===== src/rtl/stack_ctrl_if.sv =====
// Command/response bundle between the stack-machine core and the stack controller.
interface stack_ctrl_if #(
  parameter int DATA_W = 8,
  parameter int ADDR_W = 4
);
  logic              cmd_valid;
  logic [2:0]        cmd_op;
  logic [DATA_W-1:0] cmd_data;
  logic              cmd_ready;
  logic              resp_valid;
  logic [DATA_W-1:0] resp_data;
  logic              err;
  logic [ADDR_W:0]   count;
  logic              full;
  logic              empty;

  modport master (
    output cmd_valid, cmd_op, cmd_data,
    input  cmd_ready, resp_valid, resp_data,
    input  err, count, full, empty
  );

  modport slave (
    input  cmd_valid, cmd_op, cmd_data,
    output cmd_ready, resp_valid, resp_data,
    output err, count, full, empty
  );
endinterface


===== src/rtl/stack_ctrl.sv =====
// LIFO operand-stack controller sequencing a 16x8 register file.
// PUSH/POP/DUP are single-cycle; SWAP runs through a small FSM.
module stack_ctrl #(
  parameter int DATA_W = 8,
  parameter int ADDR_W = 4
) (
  input  logic              clk,
  input  logic              rst,
  stack_ctrl_if.slave       bus,
  output logic [ADDR_W-1:0] rf_read_addr,
  input  logic [DATA_W-1:0] rf_data_out,
  output logic [ADDR_W-1:0] rf_write_addr,
  output logic [DATA_W-1:0] rf_data_in,
  output logic              rf_we
);
  localparam int DEPTH = 2 ** ADDR_W;
  localparam logic [ADDR_W:0] ONE = (ADDR_W+1)'(1);
  localparam logic [ADDR_W:0] TWO = (ADDR_W+1)'(2);
  localparam logic [ADDR_W:0] FULL_CNT = (ADDR_W+1)'(DEPTH);

  typedef enum logic [1:0] {IDLE, SWAP_B, SWAP_W} state_t;

  state_t            state;
  logic [ADDR_W:0]   count;
  logic [DATA_W-1:0] tmp_a;
  logic [DATA_W-1:0] tmp_b;
  logic              resp_valid;
  logic [DATA_W-1:0] resp_data;
  logic              err;

  logic            full, empty, accept;
  logic            is_push, is_pop, is_dup, is_swap;
  logic            push_ok, pop_ok, dup_ok, swap_ok, reject;
  logic [ADDR_W:0] cnt_m1, cnt_m2, cnt_p1;

  assign full   = (count == FULL_CNT);
  assign empty  = (count == '0);
  assign cnt_m1 = count - ONE;
  assign cnt_m2 = count - TWO;
  assign cnt_p1 = count + ONE;

  assign accept  = bus.cmd_valid && (state == IDLE);
  assign is_push = accept && (bus.cmd_op == 3'd1);
  assign is_pop  = accept && (bus.cmd_op == 3'd2);
  assign is_dup  = accept && (bus.cmd_op == 3'd3);
  assign is_swap = accept && (bus.cmd_op == 3'd4);

  assign push_ok = is_push && !full;
  assign pop_ok  = is_pop && !empty;
  assign dup_ok  = is_dup && !empty && !full;
  assign swap_ok = is_swap && (count >= TWO);
  assign reject  = (is_push && full) || (is_pop && empty) ||
                   (is_dup && (empty || full)) ||
                   (is_swap && (count < TWO));

  always_comb begin
    rf_read_addr = '0;
    if (state == SWAP_B)
      rf_read_addr = cnt_m2[ADDR_W-1:0];
    else if (!empty)
      rf_read_addr = cnt_m1[ADDR_W-1:0];
  end

  // Write port is gated by rst so an aborted SWAP never lands.
  always_comb begin
    rf_we         = 1'b0;
    rf_write_addr = '0;
    rf_data_in    = '0;
    if (!rst) begin
      unique case (1'b1)
        state == SWAP_B: begin
          rf_we         = 1'b1;
          rf_write_addr = cnt_m2[ADDR_W-1:0];
          rf_data_in    = tmp_a;
        end
        state == SWAP_W: begin
          rf_we         = 1'b1;
          rf_write_addr = cnt_m1[ADDR_W-1:0];
          rf_data_in    = tmp_b;
        end
        push_ok: begin
          rf_we         = 1'b1;
          rf_write_addr = count[ADDR_W-1:0];
          rf_data_in    = bus.cmd_data;
        end
        dup_ok: begin
          rf_we         = 1'b1;
          rf_write_addr = count[ADDR_W-1:0];
          rf_data_in    = rf_data_out;
        end
        default: ;
      endcase
    end
  end

  always_ff @(posedge clk or posedge rst) begin
    if (rst) begin
      state      <= IDLE;
      count      <= '0;
      tmp_a      <= '0;
      tmp_b      <= '0;
      resp_valid <= 1'b0;
      resp_data  <= '0;
      err        <= 1'b0;
    end else begin
      resp_valid <= 1'b0;
      err        <= 1'b0;
      unique case (state)
        IDLE: begin
          if (push_ok || dup_ok)
            count <= cnt_p1;
          if (pop_ok) begin
            count      <= cnt_m1;
            resp_data  <= rf_data_out;
            resp_valid <= 1'b1;
          end
          if (swap_ok) begin
            tmp_a <= rf_data_out;
            state <= SWAP_B;
          end
          if (reject)
            err <= 1'b1;
        end
        SWAP_B: begin
          tmp_b <= rf_data_out;
          state <= SWAP_W;
        end
        SWAP_W:  state <= IDLE;
        default: state <= IDLE;
      endcase
    end
  end

  assign bus.cmd_ready  = (state == IDLE);
  assign bus.resp_valid = resp_valid;
  assign bus.resp_data  = resp_data;
  assign bus.err        = err;
  assign bus.count      = count;
  assign bus.full       = full;
  assign bus.empty      = empty;
endmodule

===== src/flat_wrapper.sv =====
// flat-port wrapper written by rule: the top's interface ports become plain ports
module stack_ctrl_flat 
#(
  parameter int DATA_W = 8,
  parameter int ADDR_W = 4
)
  (clk, rst, rf_read_addr, rf_data_out, rf_write_addr, rf_data_in, rf_we, bus_cmd_valid, bus_cmd_op, bus_cmd_data, bus_cmd_ready, bus_resp_valid, bus_resp_data, bus_err, bus_count, bus_full, bus_empty);
  stack_ctrl_if #(.DATA_W(DATA_W), .ADDR_W(ADDR_W)) bus_i ();
  input  logic clk;
  input  logic rst;
  output logic [ADDR_W-1:0] rf_read_addr;
  input  logic [DATA_W-1:0] rf_data_out;
  output logic [ADDR_W-1:0] rf_write_addr;
  output logic [DATA_W-1:0] rf_data_in;
  output logic rf_we;
  input wire logic [$bits(bus_i.cmd_valid)-1:0] bus_cmd_valid;
  input wire logic [$bits(bus_i.cmd_op)-1:0] bus_cmd_op;
  input wire logic [$bits(bus_i.cmd_data)-1:0] bus_cmd_data;
  output wire logic [$bits(bus_i.cmd_ready)-1:0] bus_cmd_ready;
  output wire logic [$bits(bus_i.resp_valid)-1:0] bus_resp_valid;
  output wire logic [$bits(bus_i.resp_data)-1:0] bus_resp_data;
  output wire logic [$bits(bus_i.err)-1:0] bus_err;
  output wire logic [$bits(bus_i.count)-1:0] bus_count;
  output wire logic [$bits(bus_i.full)-1:0] bus_full;
  output wire logic [$bits(bus_i.empty)-1:0] bus_empty;
  assign bus_i.cmd_valid = bus_cmd_valid;
  assign bus_i.cmd_op = bus_cmd_op;
  assign bus_i.cmd_data = bus_cmd_data;
  assign bus_cmd_ready = bus_i.cmd_ready;
  assign bus_resp_valid = bus_i.resp_valid;
  assign bus_resp_data = bus_i.resp_data;
  assign bus_err = bus_i.err;
  assign bus_count = bus_i.count;
  assign bus_full = bus_i.full;
  assign bus_empty = bus_i.empty;
  stack_ctrl #(.DATA_W(DATA_W), .ADDR_W(ADDR_W)) u_core (.clk(clk), .rst(rst), .bus(bus_i), .rf_read_addr(rf_read_addr), .rf_data_out(rf_data_out), .rf_write_addr(rf_write_addr), .rf_data_in(rf_data_in), .rf_we(rf_we));
endmodule

===== config.mk =====
export PLATFORM = sky130hd
export DESIGN_NAME = stack_ctrl_flat
export DESIGN_NICKNAME = d
export VERILOG_FILES = /design/src/rtl/stack_ctrl_if.sv /design/src/rtl/stack_ctrl.sv /design/src/flat_wrapper.sv
export SDC_FILE = /design/constraint.sdc
export NUM_CORES = 1
export LEC_CHECK = 0
export CAP_MARGIN = 5
export CORE_ASPECT_RATIO = 2
export CORE_MARGIN = 2
export CORE_UTILIZATION = 47
export DETAILED_ROUTE_END_ITERATION = 6
export GPL_ROUTABILITY_DRIVEN = 0
export PLACE_DENSITY = 0.87
export SYNTH_ARGS = -nofsm -noshare
export SYNTH_HDL_FRONTEND = slang
export SYNTH_SLANG_ARGS = --single-unit

===== constraint.sdc =====
create_clock -name clk -period 2.6 [get_ports clk]
set_input_delay 0.52 -clock clk [delete_from_list [all_inputs] [get_ports clk]]
set_output_delay 0.52 -clock clk [all_outputs]
set_load 0.01 [all_outputs]

==> flow_metrics.tcl <==
set metrics [dict create \
    holdBufCountCts 0 \
    avgRoutedWirePerCell_um 18.8 \
    synth-edff-count 0 \
    worstSkewPairLatency_ps 290 \
    row_count 33 \
    area_growth_syn_to_layout_pct 56.8 \
    finalSetupViolCount 1 \
    core_region_area_um2 4010 \
    nFillCells 280 \
    pre_cts_ws_ps -477 \
    dr.pass1.iters 6 \
    rsz0062_at_grt "true" \
    relSlewSlack_pct 71.4 \
    h-tree-depth 2 \
    wl_um 6110 \
    clk_path_buf_depth 2 \
    ys_warn_count 0 \
    slew_viol_final 0 \
    antenna_left 0 \
    diodes 0 \
    synth.avg_cell_area_um2 11.1 \
    drt_iter0_markers 123 \
    status "complete, but fails checks" \
    violations "negative setup slack" \
    grt_use_total_pct 26.1 \
    cap_violations 0 \
    fin_ws_ps -4.60 \
    ioPinCount 57 \
    leakagePower_nw 1.31 \
    hold_path.class "register to register" \
    clkTransAtPathRegs_ps 70 \
    crit_fanout 8 \
    finalHoldViolations 0 \
    worstSetupStartpointType "register" \
    grt_pass1_vias 1994 \
    required_ps 2080 \
    ys_seq_area_share_pct 42.8 \
    yosysUniqueCellTypes 41 \
    chipWidth_um 49.3 \
    async_flop_share_pct 100 \
    port_buffers 56 \
    globalRouteOverflowTotal 0 \
    cts.sinks 33 \
    syn_nets 206 \
    cts_tree "built" \
    finalNetCount 304 \
    num_vias 1927 \
    hpwlAfterDp_um 3910 \
    worst_pin_slew_ps 430 \
    vias_per_cell 5.95 \
    cp-end-kind "output port" \
    numCtsBuffers 5 \
    route.detailed.drc 0 \
    root_buffer "clkbuf_8" \
    powerDensity_nw_per_um2 1140 \
    crit_arrival_ps 2080 \
    synthFlopType "dfrtp_1" \
    drive_gt1_share_pct 41.5 \
    dieArea_um2 4660 \
    initial_core_util_pct 48.1 \
    fmax_ghz 0.384 \
    grt_first_pass_wirelength_um 9330 \
    peakVddDrop_uv 815 \
    crit_type "register to output port" \
    finalSetupTns_ps -4.60 \
    antenna_found_initial 0 \
    dieHeight_um 94.6 \
    grt_max_degree 34 \
    timing.final.crit_share_pct 100 \
    synthesis.area_um2 1930 \
    synth_seq_cells 33 \
    synthCells 173 \
    layout_min_cycle_time_ps 2600 \
    skew_ps 10.4 \
]
## Yosys cell counts, types with 3 or more instances
cell type  count  area share, %
a222oi_1       8            4.2
inv_1          8            1.6
a21oi_1       11            2.9
buf_2          3           0.78
nor2_1         5           0.97
ha_1          11            7.1
o21ai_0        6            1.6
nand2_1       12            2.3
xnor2_1        5            2.3
dfrtp_1       33             43
mux2_2        24             14
nand3_1        3           0.78
nor3b_1        3            1.2
nand2b_1       6            1.9
clkbuf_1       3           0.58
## timing repair
item	in CTS	in global routing
pin swaps	12	11
setup buffers	6	6
cloned	0	1
resized for setup	63	24
setup endpoints to repair	17	13
## flip-flops by register name (all words and copies together) (netlist names)
signal                 flops
u_core.bus.resp_data       8
u_core.tmp_a               8
u_core.tmp_b               8
u_core.bus.count           5
u_core.state               2
u_core.bus.err             1
u_core.bus.resp_valid      1
## logic make-up (layout without fill, tap and decap cells)
group	count (synthesis)	after routing	share of synthesized area, %
xor gates and xnor gates	6	6	2.73
adders and majority gates	11	11	7.14
AOI/OAI and AO/OA	38	38	14.7
and+or+nand+nor	44	44	14.3
buffers and inverters	15	114	3.11
DFF	33	33	42.8
muxes	26	26	15.2
## through the flow
step                      instances  hold WS, ps  util [%]  total power [mW]  instance area [um^2]
final                           324          504      75.5              3.46                  3020
after global routing            324          533      75.5              3.65                  3020
after CTS                       318          498      73.0              3.28                  2930
after detailed placement        305          488      68.8              2.77                  2760
after global placement          305          486      68.8              2.69                  2760
after floorplan                 173          480         -              1.83                  1930
## report_power, final
group | internal (mW) | switching [mW] | total [mW] | leakage (nW)
Sequential | 0.753 | 0.150 | 0.903 | 0.404
Clock | 0.312 | 0.194 | 0.506 | 0.0585
Combinational | 1.09 | 0.958 | 2.05 | 0.851
## layout make-up
type | instances | area (um^2) | area share, %
multi-input combinational | 125 | 1130 | 37.4
timing repair buffer | 98 | 856 | 28.3
sequential | 33 | 826 | 27.3
clock buffer | 7 | 86.3 | 2.86
tap | 52 | 65.1 | 2.15
clock inverter | 1 | 30.0 | 0.993
inverter | 8 | 30.0 | 0.993
## worst max-delay path: stages, from the launching register on
cell and delay (ps):
dfrtp_1 430, buf_6 160, and4bb_2 350, nor3_4 60
buf_12 130, a222oi_1 400, a21oi_2 110, buf_2 150
## cells in the final DEF (no fill, tap or decap), types with 2 or more instances in the layout
| master | synthesis | final |
|---|---|---|
| nand3b_1 | 2 | 2 |
| a222oi_1 | 8 | 8 |
| clkbuf_2 | 0 | 2 |
| inv_1 | 8 | 4 |
| nor2_1 | 5 | 5 |
| dlygate4sd2_1 | 0 | 4 |
| buf_4 | 0 | 34 |
| mux2_1 | 2 | 2 |
| dfrtp_1 | 33 | 33 |
| buf_6 | 0 | 6 |
| a31oi_1 | 2 | 2 |
| mux2_2 | 24 | 24 |
| dlymetal6s2s_1 | 0 | 2 |
| nand2_1 | 12 | 11 |
| a21oi_1 | 11 | 6 |
| nor3b_4 | 0 | 2 |
| ha_1 | 11 | 8 |
| buf_2 | 3 | 10 |
| clkbuf_8 | 0 | 6 |
| clkdlybuf4s15_2 | 0 | 2 |
| ha_4 | 0 | 2 |
| nor3b_1 | 3 | 2 |
| clkdlybuf4s50_1 | 0 | 36 |
| inv_2 | 0 | 4 |
| nor2b_1 | 2 | 2 |
| nand3_1 | 3 | 3 |
| o21ai_0 | 6 | 6 |
| xnor2_1 | 5 | 5 |
| a21oi_2 | 1 | 6 |
| nand2b_1 | 6 | 6 |
## layer usage
metal | share of wire (%) | GRT usage, % | up-vias | wire (um)
met4 | 3.0 | 8.33 | 0 | 184
met3 | 7.9 | 5.22 | 18 | 484
li1 | - | - | 833 | -
met5 | 0 | 0 | - | 0
met2 | 52 | 48.0 | 123 | 3200
met1 | 37 | 29.7 | 953 | 2240
## path summary, 6_finish.rpt
check	from	endpoint	slack, ps	depth (start not counted)
hold reg to reg	u_core.bus.resp_data[3]	u_core.bus.resp_data[3]	500	1
setup reg to reg	u_core.bus.count[1]	u_core.tmp_a[3]	390	8
min in group asynchronous	rst	u_core.bus.count[2]	750	3
max in group asynchronous	rst	u_core.bus.resp_data[3]	1520	3
hold / removal	u_core.bus.resp_data[3]	u_core.bus.resp_data[3]	500	1
setup / recovery	u_core.bus.count[2]	rf_data_in[4]	-5	7
No activity file was read; power rests on OpenSTA's default activity.
